**src/rtl/fft_bf_sequencer_pkg.sv**
```systemverilog
// Shared definitions for the radix-2 DIT FFT butterfly sequencer: handshake
// state codes, butterfly k acknowledge points and default sizes.
package fft_pkg;

  localparam int N_LOG2_DEF = 11;
  localparam int DW_DEF     = 41;

  typedef enum logic [4:0] {
    ST_IDLE = 5'd0,
    ST_NEXT = 5'd8,
    ST_WAIT = 5'd9,
    ST_CAPB = 5'd10,
    ST_CAPA = 5'd11,
    ST_RDA  = 5'd12,
    ST_LDA  = 5'd13,
    ST_RDB  = 5'd14,
    ST_LDB  = 5'd15,
    ST_OUTA = 5'd16,
    ST_OUTB = 5'd17
  } fsm_state_e;

  // Butterfly step counter values the sequencer waits on
  localparam logic [3:0] K_IDLE   = 4'd0;
  localparam logic [3:0] K_A_DONE = 4'd2;
  localparam logic [3:0] K_B_DONE = 4'd5;
  localparam logic [3:0] K_CALC   = 4'd8;
  localparam logic [3:0] K_OUT_A  = 4'd9;

endpackage

```
**src/rtl/fft_bf_sequencer_if.sv**
```systemverilog
// Bundle between the FFT sequencer, sample RAM, twiddle ROM and butterfly.
// The err flag is present only when FFT_SEQ_WDOG_EN is defined.
interface fft_bf_sequencer_if
  import fft_pkg::*;
#(
  parameter int N_LOG2 = N_LOG2_DEF,
  parameter int DW     = DW_DEF
);

  logic                 start;
  logic                 busy;
  logic                 done;
  logic [N_LOG2-1:0]    mem_addr;
  logic                 mem_re;
  logic                 mem_we;
  logic signed [DW-1:0] mem_rdata_r;
  logic signed [DW-1:0] mem_rdata_i;
  logic signed [DW-1:0] mem_wdata_r;
  logic signed [DW-1:0] mem_wdata_i;
  logic [N_LOG2-2:0]    tw_addr;
  logic [4:0]           state;
  logic [3:0]           k;
  logic signed [DW-1:0] caldata_in_r;
  logic signed [DW-1:0] caldata_in_i;
  logic signed [DW-1:0] caldata_out_r;
  logic signed [DW-1:0] caldata_out_i;
`ifdef FFT_SEQ_WDOG_EN
  logic                 err;
`endif

  modport master (
    input  start, mem_rdata_r, mem_rdata_i, k, caldata_out_r, caldata_out_i,
    output busy, done, mem_addr, mem_re, mem_we, mem_wdata_r, mem_wdata_i,
           tw_addr, state, caldata_in_r, caldata_in_i
`ifdef FFT_SEQ_WDOG_EN
    , output err
`endif
  );

  modport slave (
    output start, mem_rdata_r, mem_rdata_i, k, caldata_out_r, caldata_out_i,
    input  busy, done, mem_addr, mem_re, mem_we, mem_wdata_r, mem_wdata_i,
           tw_addr, state, caldata_in_r, caldata_in_i
`ifdef FFT_SEQ_WDOG_EN
    , input err
`endif
  );

endinterface

```
**src/rtl/fft_bf_sequencer_addr_gen.sv**
```systemverilog
// Stage/butterfly counters and in-place operand addressing: a, b and the
// twiddle index for butterfly m of stage s, plus the wrap flags.
module fft_addr_gen #(
  parameter int N_LOG2 = 11
) (
  input  logic              clk,
  input  logic              rst,
  input  logic              clr_i,
  input  logic              step_i,
  output logic [N_LOG2-1:0] a_o,
  output logic [N_LOG2-1:0] b_o,
  output logic [N_LOG2-2:0] tw_addr_o,
  output logic              m_wrap_o,
  output logic              last_o
);

  localparam int              SW     = $clog2(N_LOG2);
  localparam logic [SW-1:0]   S_LAST = SW'(N_LOG2 - 1);

  logic [SW-1:0]     s_q, s_d;
  logic [N_LOG2-2:0] m_q, m_d;
  logic [N_LOG2-1:0] m_ext, mask, j;

  // a = g*2^(s+1) + j with g = m >> s, j = m mod 2^s; b sets bit s of a
  always_comb begin
    m_ext     = {1'b0, m_q};
    mask      = (N_LOG2'(1) << s_q) - N_LOG2'(1);
    j         = m_ext & mask;
    a_o       = ((m_ext & ~mask) << 1) | j;
    b_o       = a_o | (N_LOG2'(1) << s_q);
    tw_addr_o = j[N_LOG2-2:0] << (S_LAST - s_q);
  end

  assign m_wrap_o = &m_q;
  assign last_o   = m_wrap_o && (s_q == S_LAST);

  always_comb begin
    s_d = s_q;
    m_d = m_q;
    if (clr_i) begin
      s_d = '0;
      m_d = '0;
    end else if (step_i) begin
      m_d = m_q + 1'b1;
      if (m_wrap_o) s_d = (s_q == S_LAST) ? '0 : s_q + 1'b1;
    end
  end

  always_ff @(posedge clk) begin
    if (rst) begin
      s_q <= '0;
      m_q <= '0;
    end else begin
      s_q <= s_d;
      m_q <= m_d;
    end
  end

endmodule

```
**src/rtl/fft_bf_sequencer.sv**
```systemverilog
// In-place radix-2 DIT FFT sequencer driving the butterfly through the state/k
// handshake. Define FFT_SEQ_WDOG_EN to add the acknowledge watchdog and err.
module fft_bf_sequencer
  import fft_pkg::*;
#(
  parameter int N_LOG2 = N_LOG2_DEF,
  parameter int DW     = DW_DEF
) (
  input logic                 clk,
  input logic                 rst,
  fft_bf_sequencer_if.master  bus
);

  logic [4:0]           state_q, state_d;
  logic                 busy_q, busy_d;
  logic                 done_q, done_d;
  logic signed [DW-1:0] cin_r_q, cin_r_d;
  logic signed [DW-1:0] cin_i_q, cin_i_d;
  logic                 cnt_clr, cnt_step;
  logic [N_LOG2-1:0]    addr_a, addr_b;
  logic [N_LOG2-2:0]    tw_idx;
  logic                 m_wrap, xform_last;
`ifdef FFT_SEQ_WDOG_EN
  logic [3:0]           wd_q, wd_d;
  logic                 err_q, err_d;
`endif

  fft_addr_gen #(.N_LOG2(N_LOG2)) u_addr_gen (
    .clk       (clk),
    .rst       (rst),
    .clr_i     (cnt_clr),
    .step_i    (cnt_step),
    .a_o       (addr_a),
    .b_o       (addr_b),
    .tw_addr_o (tw_idx),
    .m_wrap_o  (m_wrap),
    .last_o    (xform_last)
  );

  always_comb begin
    state_d  = state_q;
    busy_d   = busy_q;
    done_d   = 1'b0;
    cin_r_d  = cin_r_q;
    cin_i_d  = cin_i_q;
    cnt_clr  = 1'b0;
    cnt_step = 1'b0;
    case (state_q)
      ST_IDLE: if (bus.start) begin
        cnt_clr = 1'b1;
        busy_d  = 1'b1;
        state_d = ST_RDA;
      end
      ST_RDA:  state_d = ST_CAPA;
      ST_CAPA: begin
        cin_r_d = bus.mem_rdata_r;
        cin_i_d = bus.mem_rdata_i;
        state_d = ST_LDA;
      end
      ST_LDA:  if (bus.k == K_A_DONE) state_d = ST_RDB;
      ST_RDB:  state_d = ST_CAPB;
      ST_CAPB: begin
        cin_r_d = bus.mem_rdata_r;
        cin_i_d = bus.mem_rdata_i;
        state_d = ST_LDB;
      end
      ST_LDB:  if (bus.k == K_B_DONE) state_d = ST_WAIT;
      ST_WAIT: if (bus.k == K_CALC)   state_d = ST_OUTA;
      ST_OUTA: if (bus.k == K_OUT_A)  state_d = ST_OUTB;
      ST_OUTB: if (bus.k == K_IDLE)   state_d = ST_NEXT;
      ST_NEXT: begin
        cnt_step = 1'b1;
        if (xform_last) begin
          done_d  = 1'b1;
          busy_d  = 1'b0;
          state_d = ST_IDLE;
        end else begin
          state_d = ST_RDA;
        end
      end
      default: state_d = ST_IDLE;
    endcase
`ifdef FFT_SEQ_WDOG_EN
    // Any wait state still holding counts toward the timeout; 15 idle cycles abort
    wd_d  = '0;
    err_d = err_q;
    if ((state_q inside {ST_LDA, ST_LDB, ST_WAIT, ST_OUTA, ST_OUTB}) && (state_d == state_q)) begin
      if (wd_q == 4'hF) begin
        err_d   = 1'b1;
        busy_d  = 1'b0;
        state_d = ST_IDLE;
      end else begin
        wd_d = wd_q + 4'd1;
      end
    end
`endif
  end

  always_ff @(posedge clk) begin
    if (rst) begin
      state_q <= ST_IDLE;
      busy_q  <= 1'b0;
      done_q  <= 1'b0;
      cin_r_q <= '0;
      cin_i_q <= '0;
`ifdef FFT_SEQ_WDOG_EN
      wd_q    <= '0;
      err_q   <= 1'b0;
`endif
    end else begin
      state_q <= state_d;
      busy_q  <= busy_d;
      done_q  <= done_d;
      cin_r_q <= cin_r_d;
      cin_i_q <= cin_i_d;
`ifdef FFT_SEQ_WDOG_EN
      wd_q    <= wd_d;
      err_q   <= err_d;
`endif
    end
  end

  always_comb begin
    case (state_q)
      ST_RDA, ST_OUTA: bus.mem_addr = addr_a;
      ST_RDB, ST_OUTB: bus.mem_addr = addr_b;
      default:         bus.mem_addr = '0;
    endcase
  end

  assign bus.state        = state_q;
  assign bus.busy         = busy_q;
  assign bus.done         = done_q;
  assign bus.mem_re       = (state_q == ST_RDA) || (state_q == ST_RDB);
  assign bus.mem_we       = ((state_q == ST_OUTA) && (bus.k == K_OUT_A)) ||
                            ((state_q == ST_OUTB) && (bus.k == K_IDLE));
  assign bus.mem_wdata_r  = bus.caldata_out_r;
  assign bus.mem_wdata_i  = bus.caldata_out_i;
  assign bus.tw_addr      = tw_idx;
  assign bus.caldata_in_r = cin_r_q;
  assign bus.caldata_in_i = cin_i_q;
`ifdef FFT_SEQ_WDOG_EN
  assign bus.err          = err_q;
`endif

endmodule

```
**src/flat_wrapper.sv**
```systemverilog
// flat-port wrapper written by rule: the top's interface ports become plain ports
module fft_bf_sequencer_flat import fft_pkg::*;
#(
  parameter int N_LOG2 = N_LOG2_DEF,
  parameter int DW     = DW_DEF
)
  (clk, rst, bus_start, bus_mem_rdata_r, bus_mem_rdata_i, bus_k, bus_caldata_out_r, bus_caldata_out_i, bus_busy, bus_done, bus_mem_addr, bus_mem_re, bus_mem_we, bus_mem_wdata_r, bus_mem_wdata_i, bus_tw_addr, bus_state, bus_caldata_in_r, bus_caldata_in_i);
  fft_bf_sequencer_if #(.N_LOG2(N_LOG2), .DW(DW)) bus_i ();
  input logic clk;
  input logic rst;
  input wire logic [$bits(bus_i.start)-1:0] bus_start;
  input wire logic [$bits(bus_i.mem_rdata_r)-1:0] bus_mem_rdata_r;
  input wire logic [$bits(bus_i.mem_rdata_i)-1:0] bus_mem_rdata_i;
  input wire logic [$bits(bus_i.k)-1:0] bus_k;
  input wire logic [$bits(bus_i.caldata_out_r)-1:0] bus_caldata_out_r;
  input wire logic [$bits(bus_i.caldata_out_i)-1:0] bus_caldata_out_i;
  output wire logic [$bits(bus_i.busy)-1:0] bus_busy;
  output wire logic [$bits(bus_i.done)-1:0] bus_done;
  output wire logic [$bits(bus_i.mem_addr)-1:0] bus_mem_addr;
  output wire logic [$bits(bus_i.mem_re)-1:0] bus_mem_re;
  output wire logic [$bits(bus_i.mem_we)-1:0] bus_mem_we;
  output wire logic [$bits(bus_i.mem_wdata_r)-1:0] bus_mem_wdata_r;
  output wire logic [$bits(bus_i.mem_wdata_i)-1:0] bus_mem_wdata_i;
  output wire logic [$bits(bus_i.tw_addr)-1:0] bus_tw_addr;
  output wire logic [$bits(bus_i.state)-1:0] bus_state;
  output wire logic [$bits(bus_i.caldata_in_r)-1:0] bus_caldata_in_r;
  output wire logic [$bits(bus_i.caldata_in_i)-1:0] bus_caldata_in_i;
  assign bus_i.start = bus_start;
  assign bus_i.mem_rdata_r = bus_mem_rdata_r;
  assign bus_i.mem_rdata_i = bus_mem_rdata_i;
  assign bus_i.k = bus_k;
  assign bus_i.caldata_out_r = bus_caldata_out_r;
  assign bus_i.caldata_out_i = bus_caldata_out_i;
  assign bus_busy = bus_i.busy;
  assign bus_done = bus_i.done;
  assign bus_mem_addr = bus_i.mem_addr;
  assign bus_mem_re = bus_i.mem_re;
  assign bus_mem_we = bus_i.mem_we;
  assign bus_mem_wdata_r = bus_i.mem_wdata_r;
  assign bus_mem_wdata_i = bus_i.mem_wdata_i;
  assign bus_tw_addr = bus_i.tw_addr;
  assign bus_state = bus_i.state;
  assign bus_caldata_in_r = bus_i.caldata_in_r;
  assign bus_caldata_in_i = bus_i.caldata_in_i;
  fft_bf_sequencer #(.N_LOG2(N_LOG2), .DW(DW)) u_core (.clk(clk), .rst(rst), .bus(bus_i));
endmodule
```
**config.mk**
```make
export PLATFORM = sky130hd
export DESIGN_NAME = fft_bf_sequencer_flat
export DESIGN_NICKNAME = d
export VERILOG_FILES = /design/src/rtl/fft_bf_sequencer_pkg.sv /design/src/rtl/fft_bf_sequencer_if.sv /design/src/rtl/fft_bf_sequencer_addr_gen.sv /design/src/rtl/fft_bf_sequencer.sv /design/src/flat_wrapper.sv
export SDC_FILE = /design/constraint.sdc
export NUM_CORES = 1
export LEC_CHECK = 0
export BUFFER_PORTS_ARGS = -buffer_cell sky130_fd_sc_hd__buf_4
export CAP_MARGIN = 20
export CORE_MARGIN = 1.5
export CORE_UTILIZATION = 28
export CTS_CLUSTER_SIZE = 16
export DETAILED_ROUTE_END_ITERATION = 7
export GPL_TIMING_DRIVEN = 0
export SLEW_MARGIN = 10
export SYNTH_ARGS = -nofsm -noshare
export SYNTH_HDL_FRONTEND = slang
export SYNTH_HIERARCHICAL = 1
export SYNTH_SLANG_ARGS = --single-unit
export TNS_END_PERCENT = 30
```
**constraint.sdc**
```tcl
create_clock -name clk -period 2.45 [get_ports clk]
set_clock_uncertainty 0.05 [all_clocks]
set_input_delay 0.245 -clock clk [delete_from_list [all_inputs] [get_ports clk]]
set_output_delay 0.245 -clock clk [all_outputs]
set_load 0.01 [all_outputs]
```
==> flow_summary.ini, run 1 <==
[floorplanning]
chipWidth_um = 147.8
die_area_um2 = 21830
die_y_um = 147.8
rows = 52
core-area_um2 = 20360
start_util_pct = 28.82
io_pins = 365

[global_routing]
grt_use_total_pct = 18.49
grt_pass1_vias = 6272
antenna_found_initial = 0
grt_pass1_wl_um = 32150
grt_max_degree = 21
overflow = 0

[cells_and_area]
drive_above_1_share_pct = 47.44
area_growth_pct = 65.29
layout.nets = 1309
final_cells = 1404
diodes = 0

[sta]
fmax_mhz = 335.3
setup_ws_ns = -0.5322
finalMaxSlewViolations = 0
slew_headroom_pct = 49.70
hold_viol = 0
setup_viol = 18
fin_crit_sh_pct = 121.7
timing.final.crit_period_ns = 2.982
tightest_slew_ns = 0.7440
rsz0062_at_grt = yes

[power_and_ir_drop]
power_density_nw_per_um2 = 470.2
power_uw = 4561
vdd_drop_max_v = 0.0002969
leakage_uw = 0.004197

[drt]
vias = 6659
drt-total-wl_um = 21570
drt_iter0_markers = 388
vias_per_cell = 4.743
final_antenna_net_count = 0
detail_route.wl_per_cell_um = 15.36
remaining_drc_errors = 0
drt_pass1_iterations = 5

[yosys]
netlist_area_um2 = 5868
syn_inst = 790
synth.avg_cell_area_um2 = 7.428
ys_warn_count = 6
synth_nets = 970

[clock_tree]
cts_buffer_depth = 2
cts_inserted_buffers = 9
clockRootBuffer = clkbuf_16
cts_hold_buf = 0
path_clk_slew_ns = 0.08
cts_tree = yes
insertion_delay_ns = 0.35
clkSinkCount = 103
cts.htree.levels = 3

[min_path]
hold_path.class = input port to flop
hold_path_startpoint = bus_mem_rdata_i[4]

[setup_path]
path_class = flop to output pin
crit_buf_inv = 5
startpoint = u_core/u_addr_gen/s_q[2]
worstSetupEndpointType = output pin
crit-reg2reg-launch = u_core/bus.state[3]
worstPathCellList = buf_6 > clkinvlp_4 > ha_4 > buf_6 > or2_4 > a221oi_4 > a41oi_2 > buf_4 > o211ai_1 > o31ai_2 > o22ai_1 > buf_4
cp_max_fo = 5
startpoint_type = flop
cp_slowest_stage_delay_ns = 0.36
crit_path_top_delay_cell = dfxtp_4
arrival_ns = 2.69
cp_top_family = compound AO/OA/AOI/OAI gates
cp_data_required_time_ns = 2.15

[place]
io_buffers = 282
place.gp.congestion = 0.8629
dpl.cell_count = 1342
place_hpwl_um = 15530

[flow_run]
cap_violations = 0

[outcome]
violations = setup timing
outcome = complete, but fails checks
[registers in the layout (all words and copies together), names as in the netlist]
signal and count:
u_core/bus.caldata_in_r 41, u_core/bus.caldata_in_i 41, u_core/u_addr_gen/m_q 10, u_core/bus.done 1, u_core/bus.busy 1, u_core/u_addr_gen/s_q 4, u_core/bus.state 5
[through the flow]
step	TNS [ns]	hold slack (ns)	util [%]	setup slack [ns]	cell area, µm²
2_1_floorplan	-0.004180	0.3310	-	-0.004180	5948
3_3_place_gp	-7.057	0.3921	41.26	-0.5164	8403
3_5_place_dp	-6.778	0.3966	41.26	-0.5113	8403
4_1_cts	-5.986	0.05294	46.05	-0.4555	9378
5_1_grt	-8.217	0.06189	47.63	-0.6284	9699
6_report	-6.550	0.07282	47.63	-0.5322	9699
[power by group]
part,switching (µW),internal (µW)
sequential,69.2,1750
clock,733,724
combinational,638,645
total,1440,3120
[tightest hold or removal path, cell delays in order]
cell	delay [ns]
buf_4	0.11
nand2_1	0.05
a21oi_1	0.05
[what timing repair did]
| action | CTS | global route |
|---|---|---|
| gates resized for setup | 106 | 60 |
| endpoints found under the setup margin | 26 | 106 |
| cloned | 0 | 1 |
| buffers inserted | 27 | 20 |
| pin swaps | 37 | 37 |
[worst paths after layout]
check	depth (start not counted)	slack (ns)	endpoint
max	12	-0.53	bus_tw_addr[6]
min	3	0.07	u_core/bus.caldata_in_i[4]
max reg2reg	9	0.16	u_core/u_addr_gen/s_q[0]
min reg2reg	2	0.41	u_core/bus.caldata_in_r[0]
[layout make-up]
type | count | area [µm²]
fillers | 2014 | 10670
clock inverters | 7 | 73.82
clock buffers | 9 | 225.2
inverters | 15 | 70.07
repair buffers | 330 | 2552
well taps | 270 | 337.8
plain buffers | 136 | 947.2
multi-input cells | 534 | 3415
flip-flops and latches | 103 | 2078
[cells in the final DEF (no fill, tap or decap), types with 5 or more instances in the layout]
master     count
buf_6         26
nor2_1        28
a22o_1        12
a21o_1         6
o22ai_1        8
xnor2_1        7
nand4_1        9
clkbuf_1      29
buf_4        394
nand2_1      193
clkbuf_16      9
inv_1         12
ha_4           6
nor2b_1        7
clkbuf_4       6
nand3_1        5
nand2b_4       5
or2_4          5
nor3_1        11
o21ai_1        5
o21ai_0        7
mux2i_1        5
dfxtp_1       98
a21oi_1       98
[per-layer routing]
metal,vias up,wire length [µm],track usage [%]
li1,3275,-,-
met2,293,11000,32.06
met3,43,1891,4.537
met1,3048,8102,21.75
met4,0,575,7.600
met5,-,0,0
No activity file was read; power rests on OpenSTA's default activity.
==> run 2, diff against run 1 <==
- clock period: 2.45 -> 3.1 ns (I/O delays scaled with it)
==> run 2 against run 1 <==
Effect of this change: clock power shrank 24%; the run now ends clean; first-iteration DRC count decreased by 20%; highest routed layer unchanged; die area unchanged; critical path depth down 3; utilization decreased by 3.7 points; flip-flop and latch count unchanged; sequential share of layout area increased by 1.8 points; combinational power shrank 27%; routed wire length is 6.0% lower; worst hold slack better by 0.064 ns; final cell count is 2.8% lower.
==> flow_summary.ini, run 2 (synthesized netlist as in run 1, its figures left out) <==
[outcome]
outcome = finished, final reports clean

[sta]
tightest_slew_ns = 0.7099
hold_viol = 0
fmax_mhz = 326.4
tns_ns = 0
rsz0062_at_grt = yes
slew_headroom_pct = 52.01
fin_crit_sh_pct = 98.84
finalMaxSlewViolations = 0
timing.final.crit_period_ns = 3.064
setup_viol = 0

[setup_path]
crit_path_top_delay_cell = o41a_1
crit_path_frequent_cell = ha_4
path_class = flop to output pin
startpoint_type = flop
cp_data_required_time_ns = 2.74
rrSetupSlack_ns = 0.27
cp.depth = 9
cp_top_family = compound AO/OA/AOI/OAI gates
arrival_ns = 2.70
cp_slowest_stage_delay_ns = 0.46
worstSetupEndpointType = output pin
crit_buf_inv = 2
reg2reg_depth = 9
cp_max_fo = 10
worstPathCellList = ha_4 > ha_4 > buf_6 > o211a_1 > o41a_1 > a21oi_2 > a32oi_2 > o32a_1 > buf_4

[floorplanning]
chipWidth_um = 147.8
start_util_pct = 28.82
die_y_um = 147.8
die_area_um2 = 21830
rows = 52
core-area_um2 = 20360
io_pins = 365

[cells_and_area]
drive_above_1_share_pct = 41.32
stdcell_area_um2 = 8942
layout.nets = 1270
diodes = 0
final_cell_mix = 373 x buf_4, 196 x nand2_1, 101 x a21oi_1
final_common_cell = buf_4
area_growth_pct = 52.39

[drt]
detail_route.wl_per_cell_um = 14.86
vias_per_cell = 4.710
vias = 6424
drt_pass1_iterations = 5
drt-total-wl_um = 20270
drt_iter0_markers = 311
final_antenna_net_count = 0
remaining_drc_errors = 0

[clock_tree]
cts_buffer_depth = 2
clkSinkCount = 103
cts_hold_buf = 0
cts_inserted_buffers = 9
cts_tree = yes
cts.htree.levels = 3
insertion_delay_ns = 0.35
clockRootBuffer = clkbuf_16
path_clk_slew_ns = 0.08

[global_routing]
grt_pass1_wl_um = 30230
overflow = 0
antenna_found_initial = 0
grt_max_degree = 19
grt_use_total_pct = 17.41
grt_pass1_vias = 5798

[min_path]
whs_path_depth = 3
hold_path.class = input port to flop

[place]
io_buffers = 282
place_hpwl_um = 15570
place.gp.congestion = 0.8874
placed_cell_area_um2 = 8323

[power_and_ir_drop]
cellInternalPower_uw = 2390
vdd_drop_max_v = 0.0002271
seq_power_share_pct = 41.2
power_switching_share_pct = 31.46
power_switching_uw = 1097
clock_power_share_pct = 31.9
p_comb_share_pct = 26.9
power_density_nw_per_um2 = 389.9
leakage_uw = 0.003866

[flow_run]
cap_violations = 0
run 2: changes by cell type in the layout (fill, tap and decap cells not counted), moves of 5 or more:
| cell | change |
|---|---|
| buf_6 | -22 |
| buf_4 | -21 |
| o21ai_0 | +9 |
| or2_4 | -5 |
| clkbuf_1 | +9 |
| or2_2 | +5 |
run 2: final cells by class:
class                      count  area, µm²
fill                        2054      11420
multi-input combinational    534       3104
timing repair buffer         290       2177
sequential                   103       2073
buffer                       137      899.6
tap                          270      337.8
clock buffer                   9      225.2
inverter                      15      71.32
clock inverter                 6      53.80
run 2: worst register-to-register path: stages (launching register included):
cell     delay, ns
dfxtp_1       0.40
buf_2         0.24
buf_1         0.36
nand2_1       0.19
nor2_2        0.31
and3_1        0.29
nor4b_2       0.48
o21ai_0       0.17
a22oi_1       0.16
nor2_1        0.05
run 2: power groups by stage:
stage / registers (µW) / clock network [µW] / logic [µW]
2_1_floorplan: 1480 / 0 / 517
4_1_cts: 1440 / 1140 / 940
5_1_grt: 1450 / 1190 / 1020
3_5_place_dp: 1470 / 0 / 937
3_3_place_gp: 1470 / 0 / 932
6_report: 1440 / 1110 / 938
run 2: worst paths after layout:
kind	startpoint	to
max	u_core/u_addr_gen/s_q[0]	bus_tw_addr[5]
min	bus_mem_rdata_r[28]	u_core/bus.caldata_in_r[28]
max reg2reg	u_core/bus.state[3]	u_core/u_addr_gen/s_q[3]
min reg2reg	u_core/bus.caldata_in_i[1]	u_core/bus.caldata_in_i[1]
run 2: layer usage:
metal  vias to the layer above  track usage [%]  part of all wire, %
met5                         -                0                    0
met4                         0            6.300                  1.8
met3                        25            4.444                  9.4
met1                      2906            20.65                   39
li1                       3204                -                    -
met2                       289            30.23                   50
run 2: what timing repair did:
| action | in CTS | in global routing |
|---|---|---|
| buffers inserted | 4 | 4 |
| gates resized for setup | 40 | 26 |
| endpoints found under the setup margin | 18 | 17 |
| pin swaps | 7 | 8 |
run 2: per-stage QoR:
stage	utilization (%)	worst slack, ns	instances	hold slack, ns	power [µW]
floorplan	-	0.2549	790	0.3960	2001
global placement	40.87	-0.5489	1342	0.3922	2403
detailed placement	40.87	-0.5500	1342	0.3966	2410
CTS	43.19	-0.006689	1360	0.1248	3523
global route	43.91	-0.05119	1364	0.1329	3666
finish	43.91	0.03592	1364	0.1368	3487
==> run 3, diff against run 2 <==
- CAP_MARGIN: 20 -> not set
- PLACE_DENSITY: not set -> 0.58
- clock period: 3.1 -> 3.5 ns (I/O delays scaled with it)
==> run 3 against run 2 <==
Effect of this change: cell area decreased by 2.6%; clock-buffer cell count unchanged; critical path type unchanged; flip-flop and latch count unchanged; sequential share of layout area increased by 0.55 points; clock power decreased by 8%; critical endpoint is now bus_tw_addr[8]; largest power group unchanged; highest routed layer unchanged; global-route usage decreased by 0.24 points; via count decreased by 3.1%.
==> flow_summary.ini, run 3 (synthesized netlist as in run 1, its figures left out) <==
[setup_path]
cp-endpoint = bus_tw_addr[8]
reg2reg_depth = 9
r2r-end = u_core/u_addr_gen/s_q[3]
arrival_ns = 2.96
worstSetupEndpointType = output pin
startpoint_type = flop
crit_path_top_delay_cell = dfxtp_2
worstPathCellList = buf_4 > inv_1 > ha_1 > buf_6 > or2_2 > a221oi_1 > a41oi_2 > o22ai_2 > mux2i_1 > o221ai_1 > buf_4
startpoint = u_core/u_addr_gen/s_q[2]
cp_max_fo = 10
cp_data_required_time_ns = 3.10
rrSetupSlack_ns = 0.53
path_class = flop to output pin
crit-reg2reg-launch = u_core/bus.state[3]
crit_path_frequent_cell = buf_4
cp_slowest_stage_delay_ns = 0.41

[place]
io_buffers = 282
place.gp.congestion = 0.8697
dpl.cell_count = 1342
dp_slack_ns = -0.1599
place_hpwl_um = 15230

[floorplanning]
rows = 52
chipWidth_um = 147.8
core-area_um2 = 20360
io_pins = 365
die_area_um2 = 21830
die_y_um = 147.8
start_util_pct = 28.82

[clock_tree]
cts_buffer_depth = 2
cts_inserted_buffers = 9
cts_hold_buf = 0
insertion_delay_ns = 0.36
path_clk_slew_ns = 0.08
clockRootBuffer = clkbuf_16
clkSinkCount = 103
cts.htree.levels = 3
cts_tree = yes

[power_and_ir_drop]
vdd_drop_max_v = 0.0002276
clock_power_share_pct = 32.8
leakage_uw = 0.003787
p_comb_share_pct = 26.4
seq_power_share_pct = 40.8
power_density_nw_per_um2 = 358.3
power_switching_share_pct = 31.68
power_switching_uw = 989.0
cellInternalPower_uw = 2133

[min_path]
hold_path.class = input port to flop
whs_path_depth = 3

[cells_and_area]
diodes = 0
area_growth_pct = 48.49
fill_cells = 2163
final_common_cell = buf_4
final_cells = 1358
drive_above_1_share_pct = 38.97
layout.nets = 1263
final_cell_mix = 367 x buf_4, 197 x nand2_1, 103 x a21oi_1

[outcome]
outcome = finished, final reports clean

[global_routing]
grt_use_total_pct = 17.17
grt_pass1_wl_um = 29810
grt_pass1_vias = 5704
overflow = 0
grt_max_degree = 21
antenna_found_initial = 0

[drt]
drt_pass1_iterations = 7
drt_iter0_markers = 266
final_antenna_net_count = 0
vias_per_cell = 4.583
remaining_drc_errors = 0
drt-total-wl_um = 19670
vias = 6224
detail_route.wl_per_cell_um = 14.49

[sta]
hold_viol = 0
fmax_mhz = 297.7
rsz0062_at_grt = yes
slew_headroom_pct = 51.72
tns_ns = 0
timing.final.crit_period_ns = 3.359
setup_viol = 0
fin_crit_sh_pct = 95.97
finalMaxSlewViolations = 0
tightest_slew_ns = 0.7141
holdWs_ns = 0.1756
setup_ws_ns = 0.1411

[flow_run]
cap_violations = 0
[run 3: timing repair]
item / CTS / global route
endpoints found under the setup margin: 16 / 12
pin swaps: 0 / 2
resized for setup: 11 / 14
setup buffers: 1 / 0
[run 3: per-stage QoR]
stage / cell area, µm² / power [µW] / utilization (%)
2_1_floorplan: 5868 / 1772 / -
3_3_place_gp: 8323 / 2126 / 40.87
3_5_place_dp: 8323 / 2131 / 40.87
4_1_cts: 8663 / 3167 / 42.54
5_1_grt: 8713 / 3290 / 42.79
6_report: 8713 / 3122 / 42.79
[run 3: power groups by stage]
stage	logic (µW)	registers [µW]	clock network (µW)
global route	904	1280	1100
floorplan	458	1310	0
detailed placement	829	1300	0
CTS	831	1280	1060
finish	824	1270	1020
global placement	825	1300	0
[run 3: worst min path at each step]
| stage | from | to |
|---|---|---|
| CTS | bus_mem_rdata_i[8] | u_core/bus.caldata_in_i[8] |
| finish | bus_mem_rdata_i[19] | u_core/bus.caldata_in_i[19] |
| floorplan | u_core/u_addr_gen/m_q[9] | u_core/u_addr_gen/m_q[9] |
| global placement | u_core/bus.caldata_in_r[5] | u_core/bus.caldata_in_r[5] |
| global route | bus_mem_rdata_r[12] | u_core/bus.caldata_in_r[12] |
| detailed placement | u_core/bus.caldata_in_r[10] | u_core/bus.caldata_in_r[10] |
[run 3: layout make-up]
type | instances | area [µm²] | share of cell area, %
Buffer | 137 | 879.6 | 10.09
Clock buffer | 9 | 225.2 | 2.585
Clock inverter | 7 | 73.82 | 0.8472
Inverter | 15 | 58.81 | 0.6749
Multi-Input combinational cell | 534 | 2945 | 33.80
Sequential cell | 103 | 2068 | 23.74
Tap cell | 270 | 337.8 | 3.877
Timing Repair Buffer | 283 | 2125 | 24.38
[run 3: critical path, delay by kind of cell, from the launching register on]
family | cells | cell delay, ns
AOI/OAI and AO/OA | 4 | 0.89
buffers and inverters | 4 | 0.60
DFF | 1 | 0.41
and+or+nand+nor | 1 | 0.31
adders and majority gates | 1 | 0.26
muxes | 1 | 0.12
[run 3: per-layer routing]
| metal | part of all wire [%] | wire length, µm | GRT usage [%] |
|---|---|---|---|
| met3 | 8.4 | 1644 | 4.383 |
| met1 | 41 | 8161 | 20.81 |
| met2 | 48 | 9519 | 29.25 |
| met5 | 0 | 0 | 0 |
| met4 | 1.8 | 348 | 6.200 |
